$ cat src/rtl/mac_inverse_div.sv
// mac_inverse_div: sequential inverse of the Sobel multiply-accumulate stage.
// Recovers q = (p - c) / b and r = (p - c) % b with a radix-2 restoring
// divider that produces one quotient bit per enabled cycle. Requests use a
// start/busy/done handshake.
// Optional feature: define MID_FRAC_EN for fixed-point mode. In that mode the
// dividend is (p - c) << Q and the iteration count becomes N+Q.
module mac_inverse_div #(
    parameter int N = 16,
    parameter int Q = 12
) (
    input  logic         clk,
    input  logic         sclr_n,
    input  logic         ce,
    input  logic         start,
    input  logic [N-1:0] p,
    input  logic [N-1:0] b,
    input  logic [N-1:0] c,
    output logic [N-1:0] q,
    output logic [N-1:0] r,
    output logic         busy,
    output logic         done,
    output logic         dz,
    output logic         uf
);

`ifdef MID_FRAC_EN
    localparam bit FRAC_EN = 1'b1;
`else
    localparam bit FRAC_EN = 1'b0;
`endif
    // Number of fractional bits appended to the dividend (0 in integer mode).
    localparam int FB = FRAC_EN ? Q : 0;
    // One iteration per dividend bit.
    localparam int K  = N + FB;
    localparam int CW = $clog2(K + 1);
    // Partial remainder is one bit wider than b so the trial subtract never overflows.
    localparam int RW = N + 1;

    typedef enum logic [1:0] {
        S_IDLE,
        S_RUN,
        S_DONE
    } state_t;

    state_t        state_q, state_d;
    logic [CW-1:0] cnt_q, cnt_d;
    logic [K-1:0]  div_q, div_d;
    logic [RW-1:0] rem_q, rem_d;
    logic [N-1:0]  b_q, b_d;
    logic [N-1:0]  q_q, q_d;
    logic [N-1:0]  r_q, r_d;
    logic          dz_q, dz_d;
    logic          uf_q, uf_d;

    // Operand difference; only meaningful in the accept cycle.
    logic [N-1:0] diff;
    assign diff = p - c;

    // One restoring-division step: shift in the next dividend bit, then trial-subtract b.
    logic [RW:0]   rem_sh;
    logic [RW:0]   b_ext;
    logic          ge;
    logic [RW-1:0] rem_nx;
    logic [K-1:0]  div_nx;
    assign rem_sh = {rem_q, div_q[K-1]};
    assign b_ext  = {2'b00, b_q};
    assign ge     = rem_sh >= b_ext;
    assign rem_nx = RW'(ge ? rem_sh - b_ext : rem_sh);
    // The dividend register doubles as the quotient: each freed low bit takes a quotient bit.
    assign div_nx = {div_q[K-2:0], ge};

    // Next-state and datapath control; nothing moves unless ce is high.
    always_comb begin
        // NOTE: every always_comb target gets a default first so no path can infer a latch.
        state_d = state_q;
        cnt_d   = cnt_q;
        div_d   = div_q;
        rem_d   = rem_q;
        b_d     = b_q;
        q_d     = q_q;
        r_d     = r_q;
        dz_d    = dz_q;
        uf_d    = uf_q;
        if (ce) begin
            case (state_q)
                S_IDLE: begin
                    if (start) begin
                        b_d   = b;
                        div_d = K'(diff) << FB;
                        rem_d = '0;
                        cnt_d = CW'(K);
                        if (c > p) begin
                            // Underflow wins over divide-by-zero.
                            state_d = S_DONE;
                            q_d     = '0;
                            r_d     = '0;
                            dz_d    = 1'b0;
                            uf_d    = 1'b1;
                        end else if (b == '0) begin
                            state_d = S_DONE;
                            q_d     = '1;
                            r_d     = diff;
                            dz_d    = 1'b1;
                            uf_d    = 1'b0;
                        end else begin
                            state_d = S_RUN;
                        end
                    end
                end
                S_RUN: begin
                    div_d = div_nx;
                    rem_d = rem_nx;
                    cnt_d = cnt_q - CW'(1);
                    if (cnt_q == CW'(1)) begin
                        // Last step: capture the result so it is valid during the done cycle.
                        state_d = S_DONE;
                        q_d     = N'(div_nx);
                        r_d     = N'(rem_nx);
                        dz_d    = 1'b0;
                        uf_d    = 1'b0;
                    end
                end
                S_DONE: state_d = S_IDLE;
                default: state_d = S_IDLE;
            endcase
        end
    end

    // State and datapath registers, cleared asynchronously.
    always_ff @(posedge clk or negedge sclr_n) begin
        if (!sclr_n) begin
            state_q <= S_IDLE;
            cnt_q   <= '0;
            div_q   <= '0;
            rem_q   <= '0;
            b_q     <= '0;
            q_q     <= '0;
            r_q     <= '0;
            dz_q    <= 1'b0;
            uf_q    <= 1'b0;
        end else begin
            // NOTE: non-blocking assignments so every register samples the pre-edge values.
            state_q <= state_d;
            cnt_q   <= cnt_d;
            div_q   <= div_d;
            rem_q   <= rem_d;
            b_q     <= b_d;
            q_q     <= q_d;
            r_q     <= r_d;
            dz_q    <= dz_d;
            uf_q    <= uf_d;
        end
    end

    assign q    = q_q;
    assign r    = r_q;
    assign dz   = dz_q;
    assign uf   = uf_q;
    assign busy = (state_q == S_RUN);
    // done marks a single enabled cycle; a stalled DONE state does not repeat the pulse.
    assign done = (state_q == S_DONE) && ce;

endmodule

$ cat config.mk
export PLATFORM = sky130hd
export DESIGN_NAME = mac_inverse_div
export DESIGN_NICKNAME = d
export VERILOG_FILES = /design/src/rtl/mac_inverse_div.sv
export SDC_FILE = /design/constraint.sdc
export NUM_CORES = 1
export LEC_CHECK = 0
export BUFFER_PORTS_ARGS = -buffer_cell sky130_fd_sc_hd__buf_2
export CAP_MARGIN = 20
export CORE_MARGIN = 2
export CORE_UTILIZATION = 55
export CTS_CLUSTER_DIAMETER = 40
export DETAILED_ROUTE_END_ITERATION = 8
export GPL_ROUTABILITY_DRIVEN = 1
export GPL_TIMING_DRIVEN = 1
export PLACE_DENSITY_LB_ADDON = 0.05
export SYNTH_ARGS = -nofsm -noshare
export SYNTH_HDL_FRONTEND = slang
export SYNTH_SLANG_ARGS = --single-unit
$ cat constraint.sdc
create_clock -name clk -period 5.2 [get_ports clk]
set_input_delay 0.52 -clock clk [delete_from_list [all_inputs] [get_ports clk]]
set_output_delay 0.52 -clock clk [all_outputs]
set_load 0.1 [all_outputs]
==> impl_metrics.toml <==
[status]
status = "finished clean"

[floorplan]
num_rows = 36
dieHeight_um = 105
core_um2 = 9860
initial_utilization = 0.571
die_w_um = 105
ios = 88
fp.dieArea_um2 = 11100

[cells_and_area]
drive_gt1_frac = 0.179
fill_cells = 868
antenna_cells = 0
syn2layout_area_growth_pct = 12.5
mostFrequentLayoutCell = "nand2_1"
fin_nets = 804
finish.instance_area_um2 = 6340
final_cell_mix = "nand2_1 (99), dfrtp_1 (90), buf_2 (86), o21ai_0 (85), inv_1 (48)"

[place]
placed_cell_area_um2 = 6130
dp_hpwl_um = 10400
portBuffers = 87
post-place-ws_ns = 1.73
gp_congestion = 0.851

[logic_synthesis]
synth_cell_type_count = 60
synth_top_family_by_area = "compound AO/OA/AOI/OAI gates"
synth_compound_area_frac = 0.245
ys_seq_elements = 90
synth-async-reset-ratio = 1.00
synthesis.nets = 731
synth_edf_count = 0
muxShareOfSynthArea = 0.0364
synth-seq-area-share = 0.400
synthFlopType = "dfrtp_1"
synth_xor_area_frac = 0.0357
syn-mean-instance-area_um2 = 8.76
netlist_instances = 643
yosys_warnings = 0
syn-cell-area_um2 = 5640
synth_fa_ha_area_frac = 0.0826
synthSimpleGateAreaFrac = 0.141

[clocking]
clock-sinks = 90
clk_latency_ns = 0.37
clk_path_buf_depth = 2
cts-resized-gates = 0
cts_made_buffers = 9
holdBufCountCts = 0
post-cts-setup-buffers = 0
cts_root_buffer = "clkbuf_8"
h-tree-depth = 3
path_clk_slew_ns = 0.10
cts_tree = "done"

[detailed_routing]
via_count = 4899
drtIter0Drc = 300
drc_errors = 0
routed_via_density = 5.74
dr.pass1.iters = 6
drtAntennaViolNets = 0
wl_per_cell_um = 16.2
wl_um = 13800

[power]
vdd_drop_max_mv = 0.403
p_leak_nw = 3.19
p_per_area_nw_per_um2 = 612

[setup_path]
crit_arrival_ns = 3.43
path_buf_inv = 3
r2r_end = "r[12]"
cp_top_family = "compound AO/OA/AOI/OAI gates"
critPathSlowestCell = "o21ai_2"
critPathKind = "reg -> reg"
path_cells = "inv_1 -> ha_1 -> inv_1 -> fa_1 -> a211oi_2 -> nor3b_1 -> o211a_1 -> o21ai_2 -> buf_6 -> mux2i_1 -> a2bb2oi_1 -> o21ai_0"
cp-end-kind = "flop"
r2r_slack_ns = 1.99
critPathMaxFanout = 14
worstPathRequired_ns = 5.43
r2r-start = "div_q[15]"
reg2reg_depth = 12
cpMostUsedCell = "inv_1"
slowest_delay_ns = 0.52
critPathLaunchType = "flop"
critPathLaunch = "div_q[15]"

[sta]
rsz0062_at_grt = "no"
max_freq_ghz = 0.312
hold_ws_ns = 0.0166
period_needed_ns = 3.21
post-route-period-util = 0.617
finalHoldViolations = 0
final-setup-viol-count = 0
tns_ns = 0
fin_skew_ns = 0.0109
slew_headroom = 0.335
worstMarginPinSlew_ns = 0.984
slew_viol_final = 0
setup_ws_ns = 1.99

[global_route]
grt_pass1_vias = 4652
grt_first_pass_wirelength_um = 23200
grt_usage = 0.263
antenna_found_initial = 0
grt_max_degree = 71
overflow = 0

[hold_path]
hp-class = "in -> async"

[job]
drv_cap = 0
## worst max-delay path by stage
stage,end,cells past startpoint
floorplan,done,2
global placement,r[9],13
detailed placement,r[5],11
CTS,r[2],12
global route,r[12],12
finish,r[12],12
## flip-flops by register name (all words and copies together) (netlist names)
register  count
b_q          16
cnt_q         5
div_q        16
dz            1
q            16
r            16
rem_q        17
state_q       2
uf            1
## power breakdown
| group | switching, W | internal, W |
|---|---|---|
| clock network | 0.000291 | 0.000188 |
| logic | 0.00170 | 0.000556 |
| registers | 0.000180 | 0.000964 |
| total | 0.00217 | 0.00171 |
## routing by layer
metal,share of wire,track usage,vias up
li1,-,-,2427
met1,0.47,0.377,2327
met2,0.47,0.412,122
met3,0.043,0.0365,23
met4,0.019,0.0838,0
met5,0,0,-
## final cells by class
| type | count | area, um2 | share of cell area |
|---|---|---|---|
| inverters | 48 | 180 | 0.0284 |
| flip-flops and latches | 90 | 2250 | 0.355 |
| repair buffers | 92 | 479 | 0.0756 |
| clock buffers | 9 | 124 | 0.0195 |
| well taps | 133 | 166 | 0.0262 |
| multi-input cells | 475 | 3070 | 0.484 |
| clock inverters | 7 | 72.6 | 0.0114 |
## worst reg2reg max path: stages, from the launching register on
cell	delay [ns]
dfrtp_1	0.41
inv_1	0.07
ha_1	0.16
inv_1	0.05
fa_1	0.44
a211oi_2	0.29
nor3b_1	0.10
o211a_1	0.25
o21ai_2	0.52
buf_6	0.25
mux2i_1	0.29
a2bb2oi_1	0.17
o21ai_0	0.08
## cells by family (layout without fill, tap and decap cells)
| family | after synthesis | count (layout) |
|---|---|---|
| fa+ha+maj | 36 | 36 |
| simple gates | 182 | 182 |
| mux | 20 | 20 |
| xor+xnor | 23 | 23 |
| flops | 90 | 90 |
| compound gates | 214 | 214 |
| buf+inv | 78 | 156 |
## Yosys cell counts, drive strengths merged (2+ instances only)
cell / number / area, um2
nand2: 99 / 372
dfrtp: 90 / 2250
clkbuf: 21 / 80.1
xor2: 4 / 35.0
a31oi: 5 / 31.3
o31ai: 14 / 105
a222oi: 4 / 40.0
a21oi: 36 / 180
o211a: 4 / 40.0
o22a: 3 / 26.3
ha: 34 / 425
o31a: 4 / 43.8
o21a: 9 / 67.6
nor2: 38 / 145
inv: 48 / 180
nor4: 8 / 50.1
a2bb2oi: 3 / 26.3
nor3: 8 / 40.0
buf: 9 / 73.8
nor3b: 3 / 22.5
o211ai: 5 / 37.5
o21ai: 94 / 485
nand4: 2 / 12.5
nand2b: 3 / 21.3
fa: 2 / 40.0
mux2i: 16 / 160
nand3: 6 / 30.0
a211oi: 8 / 70.1
a21o: 12 / 90.1
and2: 2 / 12.5
mux2: 4 / 45.0
o21bai: 2 / 15.0
and3: 3 / 18.8
or2: 3 / 18.8
xnor2: 19 / 166
a211o: 3 / 26.3
nor2b: 3 / 18.8
## through the flow
stage,utilization,instances,power [W]
after global placement,0.622,837,0.00337
final,0.643,854,0.00388
after CTS,0.642,853,0.00389
after floorplan,-,643,0.00296
after detailed placement,0.622,837,0.00341
after global routing,0.643,854,0.00413
(Power assumes the default switching activity.)
